### src/rtl/flash_page_writer_pkg.sv
// Shared definitions for the flash page writer.
// Holds the SPI flash opcodes, the sequencer state encoding, the WIP bit
// position, the page size, and the job request legality check.
package flash_page_writer_pkg;

    localparam logic [7:0] OP_WREN = 8'h06;
    localparam logic [7:0] OP_RDSR = 8'h05;
    localparam logic [7:0] OP_PP   = 8'h02;
    localparam logic [7:0] OP_SE   = 8'hD8;

    localparam int WIP_BIT    = 0;
    localparam int PAGE_BYTES = 256;

    typedef enum logic [3:0] {
        ST_IDLE,
        ST_FILL,
        ST_WREN,
        ST_SE,
        ST_SE_POLL,
        ST_WREN2,
        ST_PP,
        ST_PP_POLL,
        ST_GAP,
        ST_DONE,
        ST_ERR
    } state_t;

    // A job is legal when it has 1..256 bytes and stays inside one page.
    function automatic logic start_ok(input logic [23:0] addr, input logic [8:0] len);
        logic [9:0] end_off;
        end_off = {2'b00, addr[7:0]} + {1'b0, len};
        return (len != 9'd0) && (len <= 9'(PAGE_BYTES)) && (end_off <= 10'(PAGE_BYTES));
    endfunction

endpackage

### src/rtl/flash_page_writer_buf.sv
// flash_page_buf: one-page byte buffer (256 x 8 simple dual-port RAM).
// Ports:
//   clk, rst         clock, async active-high reset (read register only)
//   wr_en/wr_addr/wr_data   synchronous write port
//   rd_en/rd_addr    read port; rd_data is registered (1-cycle latency)
//   rd_data          last read byte, 0 after reset
module flash_page_buf
    import flash_page_writer_pkg::*;
(
    input  logic       clk,
    input  logic       rst,
    input  logic       wr_en,
    input  logic [7:0] wr_addr,
    input  logic [7:0] wr_data,
    input  logic       rd_en,
    input  logic [7:0] rd_addr,
    output logic [7:0] rd_data
);

    logic [7:0] mem [0:PAGE_BYTES-1];

    always_ff @(posedge clk) begin
        if (wr_en) mem[wr_addr] <= wr_data;
    end

    // Read register only updates when enabled so it keeps its reset value
    // until the page program phase and never exposes uninitialised RAM.
    always_ff @(posedge clk or posedge rst) begin
        if (rst)        rd_data <= 8'h00;
        else if (rd_en) rd_data <= mem[rd_addr];
    end

endmodule

### src/rtl/flash_page_writer.sv
// flash_page_writer: sequences one page-program job onto the SPI flash
// command engine: buffer the job bytes, then WREN -> [SE -> RDSR poll ->
// WREN] -> PP -> RDSR poll, one command at a time.
// Ports:
//   clk, rst                     clock, async active-high reset
//   i_wr_start/addr/len/erase    job request (ignored while busy)
//   i_wr_data/i_wr_data_valid    job byte stream, accepted in FILL only
//   o_busy/o_done/o_err/o_status job status; o_status = last RDSR byte
//   o_cmd/o_cmd_valid/o_addr/o_byte_size/i_cmd_ack   command handshake
//   i_data_req/o_data_in         PP byte supply to the engine
//   i_data_out/i_data_valid      bytes read back by the engine (RDSR)
module flash_page_writer
    import flash_page_writer_pkg::*;
#(
    parameter logic [15:0] POLL_MAX = 16'd65535,
    parameter logic [15:0] POLL_GAP = 16'd64
) (
    input  logic        clk,
    input  logic        rst,
    input  logic        i_wr_start,
    input  logic [23:0] i_wr_addr,
    input  logic [8:0]  i_wr_len,
    input  logic        i_erase,
    input  logic [7:0]  i_wr_data,
    input  logic        i_wr_data_valid,
    output logic        o_busy,
    output logic        o_done,
    output logic        o_err,
    output logic [7:0]  o_status,
    output logic [7:0]  o_cmd,
    output logic        o_cmd_valid,
    input  logic        i_cmd_ack,
    output logic [23:0] o_addr,
    output logic [8:0]  o_byte_size,
    input  logic        i_data_req,
    output logic [7:0]  o_data_in,
    input  logic [7:0]  i_data_out,
    input  logic        i_data_valid
);

    state_t      state;
    state_t      ret_state;   // poll state to resume after GAP
    logic        issued;      // command of the current state already pulsed
    logic [23:0] addr_q;
    logic [8:0]  len_q;
    logic        erase_q;
    logic [8:0]  wr_ptr;
    logic [7:0]  rd_ptr;
    logic [15:0] poll_cnt;
    logic [15:0] gap_cnt;

    logic [7:0]  iss_cmd;
    logic [23:0] iss_addr;
    logic [8:0]  iss_size;
    logic        cur_wip;
    logic        poll_timeout;
    logic        gap_over;

    flash_page_buf u_buf (
        .clk     (clk),
        .rst     (rst),
        .wr_en   (state == ST_FILL && i_wr_data_valid),
        .wr_addr (wr_ptr[7:0]),
        .wr_data (i_wr_data),
        .rd_en   (state == ST_PP),
        .rd_addr (rd_ptr),
        .rd_data (o_data_in)
    );

    // Status may arrive in the same cycle as the ack; use it directly then.
    assign cur_wip      = i_data_valid ? i_data_out[WIP_BIT] : o_status[WIP_BIT];
    assign poll_timeout = ({1'b0, poll_cnt} + 17'd1) == {1'b0, POLL_MAX};
    assign gap_over     = ({1'b0, gap_cnt} + 17'd1) >= {1'b0, POLL_GAP};

    always_comb begin
        iss_cmd  = OP_WREN;
        iss_addr = '0;
        iss_size = '0;
        case (state)
            ST_SE: begin
                iss_cmd  = OP_SE;
                iss_addr = {addr_q[23:16], 16'h0000};
            end
            ST_SE_POLL, ST_PP_POLL: iss_cmd = OP_RDSR;
            ST_PP: begin
                iss_cmd  = OP_PP;
                iss_addr = addr_q;
                iss_size = len_q;
            end
            default: ;
        endcase
    end

    always_ff @(posedge clk or posedge rst) begin
        if (rst) begin
            state       <= ST_IDLE;
            ret_state   <= ST_IDLE;
            issued      <= 1'b0;
            addr_q      <= '0;
            len_q       <= '0;
            erase_q     <= 1'b0;
            wr_ptr      <= '0;
            rd_ptr      <= '0;
            poll_cnt    <= '0;
            gap_cnt     <= '0;
            o_busy      <= 1'b0;
            o_done      <= 1'b0;
            o_err       <= 1'b0;
            o_status    <= 8'h00;
            o_cmd       <= 8'h00;
            o_cmd_valid <= 1'b0;
            o_addr      <= '0;
            o_byte_size <= '0;
        end else begin
            o_cmd_valid <= 1'b0;
            o_done      <= 1'b0;
            o_err       <= 1'b0;

            if ((state == ST_SE_POLL || state == ST_PP_POLL) && i_data_valid)
                o_status <= i_data_out;

            case (state)
                ST_IDLE: begin
                    if (i_wr_start) begin
                        if (start_ok(i_wr_addr, i_wr_len)) begin
                            addr_q  <= i_wr_addr;
                            len_q   <= i_wr_len;
                            erase_q <= i_erase;
                            wr_ptr  <= '0;
                            o_busy  <= 1'b1;
                            state   <= ST_FILL;
                        end else begin
                            o_err <= 1'b1;
                        end
                    end
                end

                ST_FILL: begin
                    if (i_wr_data_valid) begin
                        wr_ptr <= wr_ptr + 9'd1;
                        if (wr_ptr + 9'd1 == len_q) begin
                            issued <= 1'b0;
                            state  <= erase_q ? ST_WREN : ST_WREN2;
                        end
                    end
                end

                ST_WREN, ST_SE, ST_SE_POLL, ST_WREN2, ST_PP, ST_PP_POLL: begin
                    // Byte pointer advances independently of the handshake.
                    if (state == ST_PP && i_data_req && ({1'b0, rd_ptr} != len_q - 9'd1))
                        rd_ptr <= rd_ptr + 8'd1;

                    if (!issued) begin
                        o_cmd       <= iss_cmd;
                        o_addr      <= iss_addr;
                        o_byte_size <= iss_size;
                        o_cmd_valid <= 1'b1;
                        issued      <= 1'b1;
                    end else if (i_cmd_ack) begin
                        issued <= 1'b0;
                        case (state)
                            ST_WREN: state <= ST_SE;
                            ST_SE: begin
                                poll_cnt <= '0;
                                state    <= ST_SE_POLL;
                            end
                            ST_WREN2: begin
                                rd_ptr <= '0;
                                state  <= ST_PP;
                            end
                            ST_PP: begin
                                poll_cnt <= '0;
                                state    <= ST_PP_POLL;
                            end
                            default: begin  // SE_POLL / PP_POLL
                                if (!cur_wip) begin
                                    state <= (state == ST_SE_POLL) ? ST_WREN2 : ST_DONE;
                                end else begin
                                    poll_cnt <= poll_cnt + 16'd1;
                                    if (poll_timeout) begin
                                        state <= ST_ERR;
                                    end else begin
                                        ret_state <= state;
                                        gap_cnt   <= '0;
                                        state     <= ST_GAP;
                                    end
                                end
                            end
                        endcase
                    end
                end

                ST_GAP: begin
                    if (gap_over) begin
                        issued <= 1'b0;
                        state  <= ret_state;
                    end else begin
                        gap_cnt <= gap_cnt + 16'd1;
                    end
                end

                ST_DONE: begin
                    o_done <= 1'b1;
                    o_busy <= 1'b0;
                    state  <= ST_IDLE;
                end

                ST_ERR: begin
                    o_err  <= 1'b1;
                    o_busy <= 1'b0;
                    state  <= ST_IDLE;
                end

                default: state <= ST_IDLE;
            endcase
        end
    end

endmodule

### config.mk
export PLATFORM = sky130hd
export DESIGN_NAME = flash_page_writer
export DESIGN_NICKNAME = d
export VERILOG_FILES = /design/src/rtl/flash_page_writer_pkg.sv /design/src/rtl/flash_page_writer_buf.sv /design/src/rtl/flash_page_writer.sv
export SDC_FILE = /design/constraint.sdc
export NUM_CORES = 2
export LEC_CHECK = 0
export BUFFER_PORTS_ARGS = -buffer_cell sky130_fd_sc_hd__buf_2
export CAP_MARGIN = 15
export CELL_PAD_IN_SITES_DETAIL_PLACEMENT = 1
export CELL_PAD_IN_SITES_GLOBAL_PLACEMENT = 2
export CORE_MARGIN = 3
export CORE_UTILIZATION = 45
export CTS_BUF_LIST = sky130_fd_sc_hd__clkbuf_4
export CTS_CLUSTER_DIAMETER = 200
export DETAILED_ROUTE_END_ITERATION = 7
export MAX_ROUTING_LAYER = met4
export PLACE_DENSITY_LB_ADDON = 0.1
export SLEW_MARGIN = 20
export SYNTH_ARGS = -nofsm -noshare
export SYNTH_HDL_FRONTEND = slang
export SYNTH_SLANG_ARGS = --single-unit
### constraint.sdc
create_clock -name clk -period 13.8 [get_ports clk]
set_clock_uncertainty 0.05 [all_clocks]
set_input_delay 2.76 -clock clk [delete_from_list [all_inputs] [get_ports clk]]
set_output_delay 2.76 -clock clk [all_outputs]
set_load 0.1 [all_outputs]
==> results.yml <==
place:
  io_buffers: 116
  hpwl_um: 154700
  pre_cts_slack_ns: 7.689
  gp_congestion: 0.8386
  dp.cells: 6908
cells_and_area:
  fin_nets: 5072
  final_util_pct: 50.97
  fin_cells: 7902
  drive_above_1_share_pct: 31.10
  nFillCells: 17511
  area_growth_pct: 11.97
grt:
  grt_overflow: 0
  grt.total_usage_pct: 27.18
  grt_pass1_vias: 49996
  grt_pass1_wl_um: 373700
  grt_antenna_before_repair: 10
  grt_max_degree: 167
logic_synthesis:
  synth_top_area_share_pct: 70.67
  yosys_warnings: 0
  synth-seq-cells: 2197
  avgSynthCellArea_um2: 19.55
  synth_ff_type: "edfxtp_1"
  synthTopCellsByArea: "edfxtp_1, mux4_2, dfrtp_1"
  synthCells: 4451
  syn-cell-area_mm2: 0.08702
  synth_nets: 4526
  seq_area_frac_synth_pct: 74.96
  synth_edf_count: 2048
  yosys.area.top_type: "edfxtp_1"
  yosysUniqueCellTypes: 82
  synth-async-reset-ratio_pct: 6.782
worst_setup_path:
  crit_cells: 9
  reg2reg_depth: 9
  worstSetupEndpointType: "flop"
  cp_slowest_cell: "dfrtp_4"
  crit_family: "buffers and inverters"
  crit_chain: "buf_4 -> buf_12 -> buf_4 -> mux4_2 -> a22o_1 -> a221oi_1 -> o22ai_1 -> o41ai_1 -> o32ai_1"
  r2r_setup_slack_ns: 8.32
  cpMostUsedCell: "buf_4"
  crit_path_max_fanout: 109
  regToRegStartpoint: "rd_ptr[1]"
  crit_arrival_ns: 6.61
  worstReg2RegEnd: "u_buf.rd_data[4]"
  max_stage_delay_ns: 0.83
  critPathKind: "flop to flop"
  crit_path_start_kind: "flop"
  path_buf_inv: 3
  worstPathRequired_ns: 14.92
timing:
  final_hold_viol_count: 0
  period_share_pct: 39.74
  period_needed_ns: 5.485
  tns_ns: 0
  fmax_ghz: 0.1823
  slew_violations: 0
  slew_headroom_pct: 20.59
  worstMarginPinSlew_ns: 1.191
  setup_slack_ns: 8.315
  finalSetupViolCount: 0
  rsz0062_at_grt: "false"
die:
  coreArea_mm2: 0.1912
  fp-row-count: 160
  io-pin-count: 118
  dieWidth_um: 445.8
  start_util_pct: 45.52
  dieArea_mm2: 0.1987
  die_h_um: 445.8
clocking:
  cts_tree: "built"
  cts-htree-levels: 6
  clk_pin_slew_worst_paths_ns: 0.06
  cts_setup_buffers: 0
  cts.repair.resized: 0
  cts_buffers: 598
  insertion_delay_ns: 1.39
  cts.path.max_buffers: 4
  cts_sinks: 2197
  cts_root_buffer: "clkbuf_4"
  postCtsHoldBufs: 0
drt:
  num_vias: 47946
  routed_via_density: 6.068
  drcViolationCount: 0
  drtIter0Drc: 5243
  ant_nets: 0
  wl_per_cell_um: 33.02
  firstDrtPassIters: 6
  wl_um: 260900
min_path:
  min_to: "ret_state[2]"
  hold_start: "ret_state[2]"
  holdPathStages: 1
  hold_class: "flop to flop"
pwr:
  switching_share_pct: 33.18
  internal_power_w: 0.01219
  leakage_nw: 31.70
  ir_worst_vdd_uv: 114.4
  p_comb_share_pct: 27.0
  clkPwrFrac_pct: 30.9
  power.switching_w: 0.006051
  seq_power_share_pct: 42.2
  power.density_mw_per_mm2: 187.2
outcome:
  status: "finished clean"
flow_run:
  cap_violations: 0
## per-stage QoR
stage / total power, W / cell area (um2) / hold WS (ns)
after detailed placement: 0.01278 / 90320 / 0.4077
after CTS: 0.01843 / 97410 / 0.4268
after global placement: 0.01275 / 90300 / 0.4130
after global routing: 0.01903 / 97440 / 0.4600
final: 0.01824 / 97440 / 0.4282
after floorplan: 0.01114 / 87020 / 0.3856
## cells in the mapped netlist (all sizes together) (7+ instances only)
cell type and count:
buf 142, a2111oi 7, o22a 7, nor2 333, o31ai 12, nand3 47
nor2b 21, xnor2 22, dfrtp 149, mux2 52, a22oi 67, o21ai 84
mux4 477, o41ai 7, nor3b 7, nand2 138, inv 26, ha 17
a211oi 25, a21oi 86, nand2b 17, edfxtp 2048, clkbuf 127, mux2i 144
and2 15, a221oi 36, nor4 17, o221ai 22, a31oi 17, nand4 23
o2111ai 10, a22o 62, o211ai 15, nor3 29, and3 28, o22ai 31
xor2 7
## state kept, by name (all words and copies together), names as in the netlist
register,count
o_cmd_valid,1
o_cmd,4
o_err,1
issued,1
erase_q,1
o_done,1
wr_ptr,9
u_buf.mem,2048
rd_ptr,8
addr_q,24
o_status,8
ret_state,4
len_q,9
state,4
gap_cnt,16
o_busy,1
u_buf.rd_data,8
o_addr,24
poll_cnt,16
o_byte_size,9
## final cells by class
cell class / count / area [um2] / share of cell area, %
diodes: 12 / 30.03 / 0.03082
well taps: 2511 / 3142 / 3.224
multi-input cells: 1959 / 20340 / 20.88
inverters: 26 / 105.1 / 0.1079
repair buffers: 215 / 1481 / 1.520
clock inverters: 140 / 769.5 / 0.7897
flip-flops and latches: 2197 / 65250 / 66.96
clock buffers: 842 / 6321 / 6.487
## worst register-to-register path: stages (launching register included)
cell      delay (ns)
dfrtp_4         0.83
buf_4           0.75
buf_12          0.61
buf_4           0.82
mux4_2          0.43
a22o_1          0.26
a221oi_1        0.45
o22ai_1         0.27
o41ai_1         0.69
o32ai_1         0.16
## worst max path at each step
stage | start | endpoint | slack, ns
after floorplan | rst | addr_q[0] | 6.98
after global placement | i_wr_addr[0] | addr_q[20] | 7.73
after detailed placement | i_wr_data_valid | u_buf.mem[81][2] | 7.69
after CTS | rd_ptr[0] | u_buf.rd_data[2] | 8.25
after global routing | rd_ptr[0] | u_buf.rd_data[2] | 7.95
final | rd_ptr[1] | u_buf.rd_data[4] | 8.32
## cell usage in the layout (no fill, tap or decap), drive strengths merged, types with 67 or more instances in the layout
cell type  count
dfrtp        149
edfxtp      2048
clkinv       119
a21oi         86
o21ai         84
mux2i        144
mux4         477
clkbuf       850
a22oi         67
nor2         333
buf          207
nand2        138
## cell families after synthesis
family / Yosys count / synth area share [%]
AO/OA/AOI/OAI: 530 / 4.305
XOR/XNOR: 29 / 0.2919
adder cells (fa/ha/maj): 18 / 0.2674
buffers and inverters: 295 / 1.770
flip-flops: 2197 / 74.96
multiplexers: 673 / 14.67
other: 1 / 0.004309
AND/OR/NAND/NOR: 708 / 3.733
## power by group through the flow
stage	clock network [W]	logic, W	registers [W]
after detailed placement	0	0.00494	0.00784
after CTS	0.00578	0.00495	0.00770
final	0.00563	0.00492	0.00769
after global placement	0	0.00491	0.00784
after floorplan	0	0.00302	0.00811
after global routing	0.00615	0.00517	0.00772
## routing by layer
metal / vias to the layer above / routed length [um] / track usage (%) / share of wire (%)
li1: 19749 / - / - / -
met1: 25637 / 111900 / 38.12 / 43
met2: 2124 / 121800 / 40.16 / 47
met3: 436 / 19640 / 5.592 / 7.5
met4: 0 / 7609 / 8.810 / 2.9
met5: - / 0 / - / 0
No activity file was read; power rests on OpenSTA's default activity.
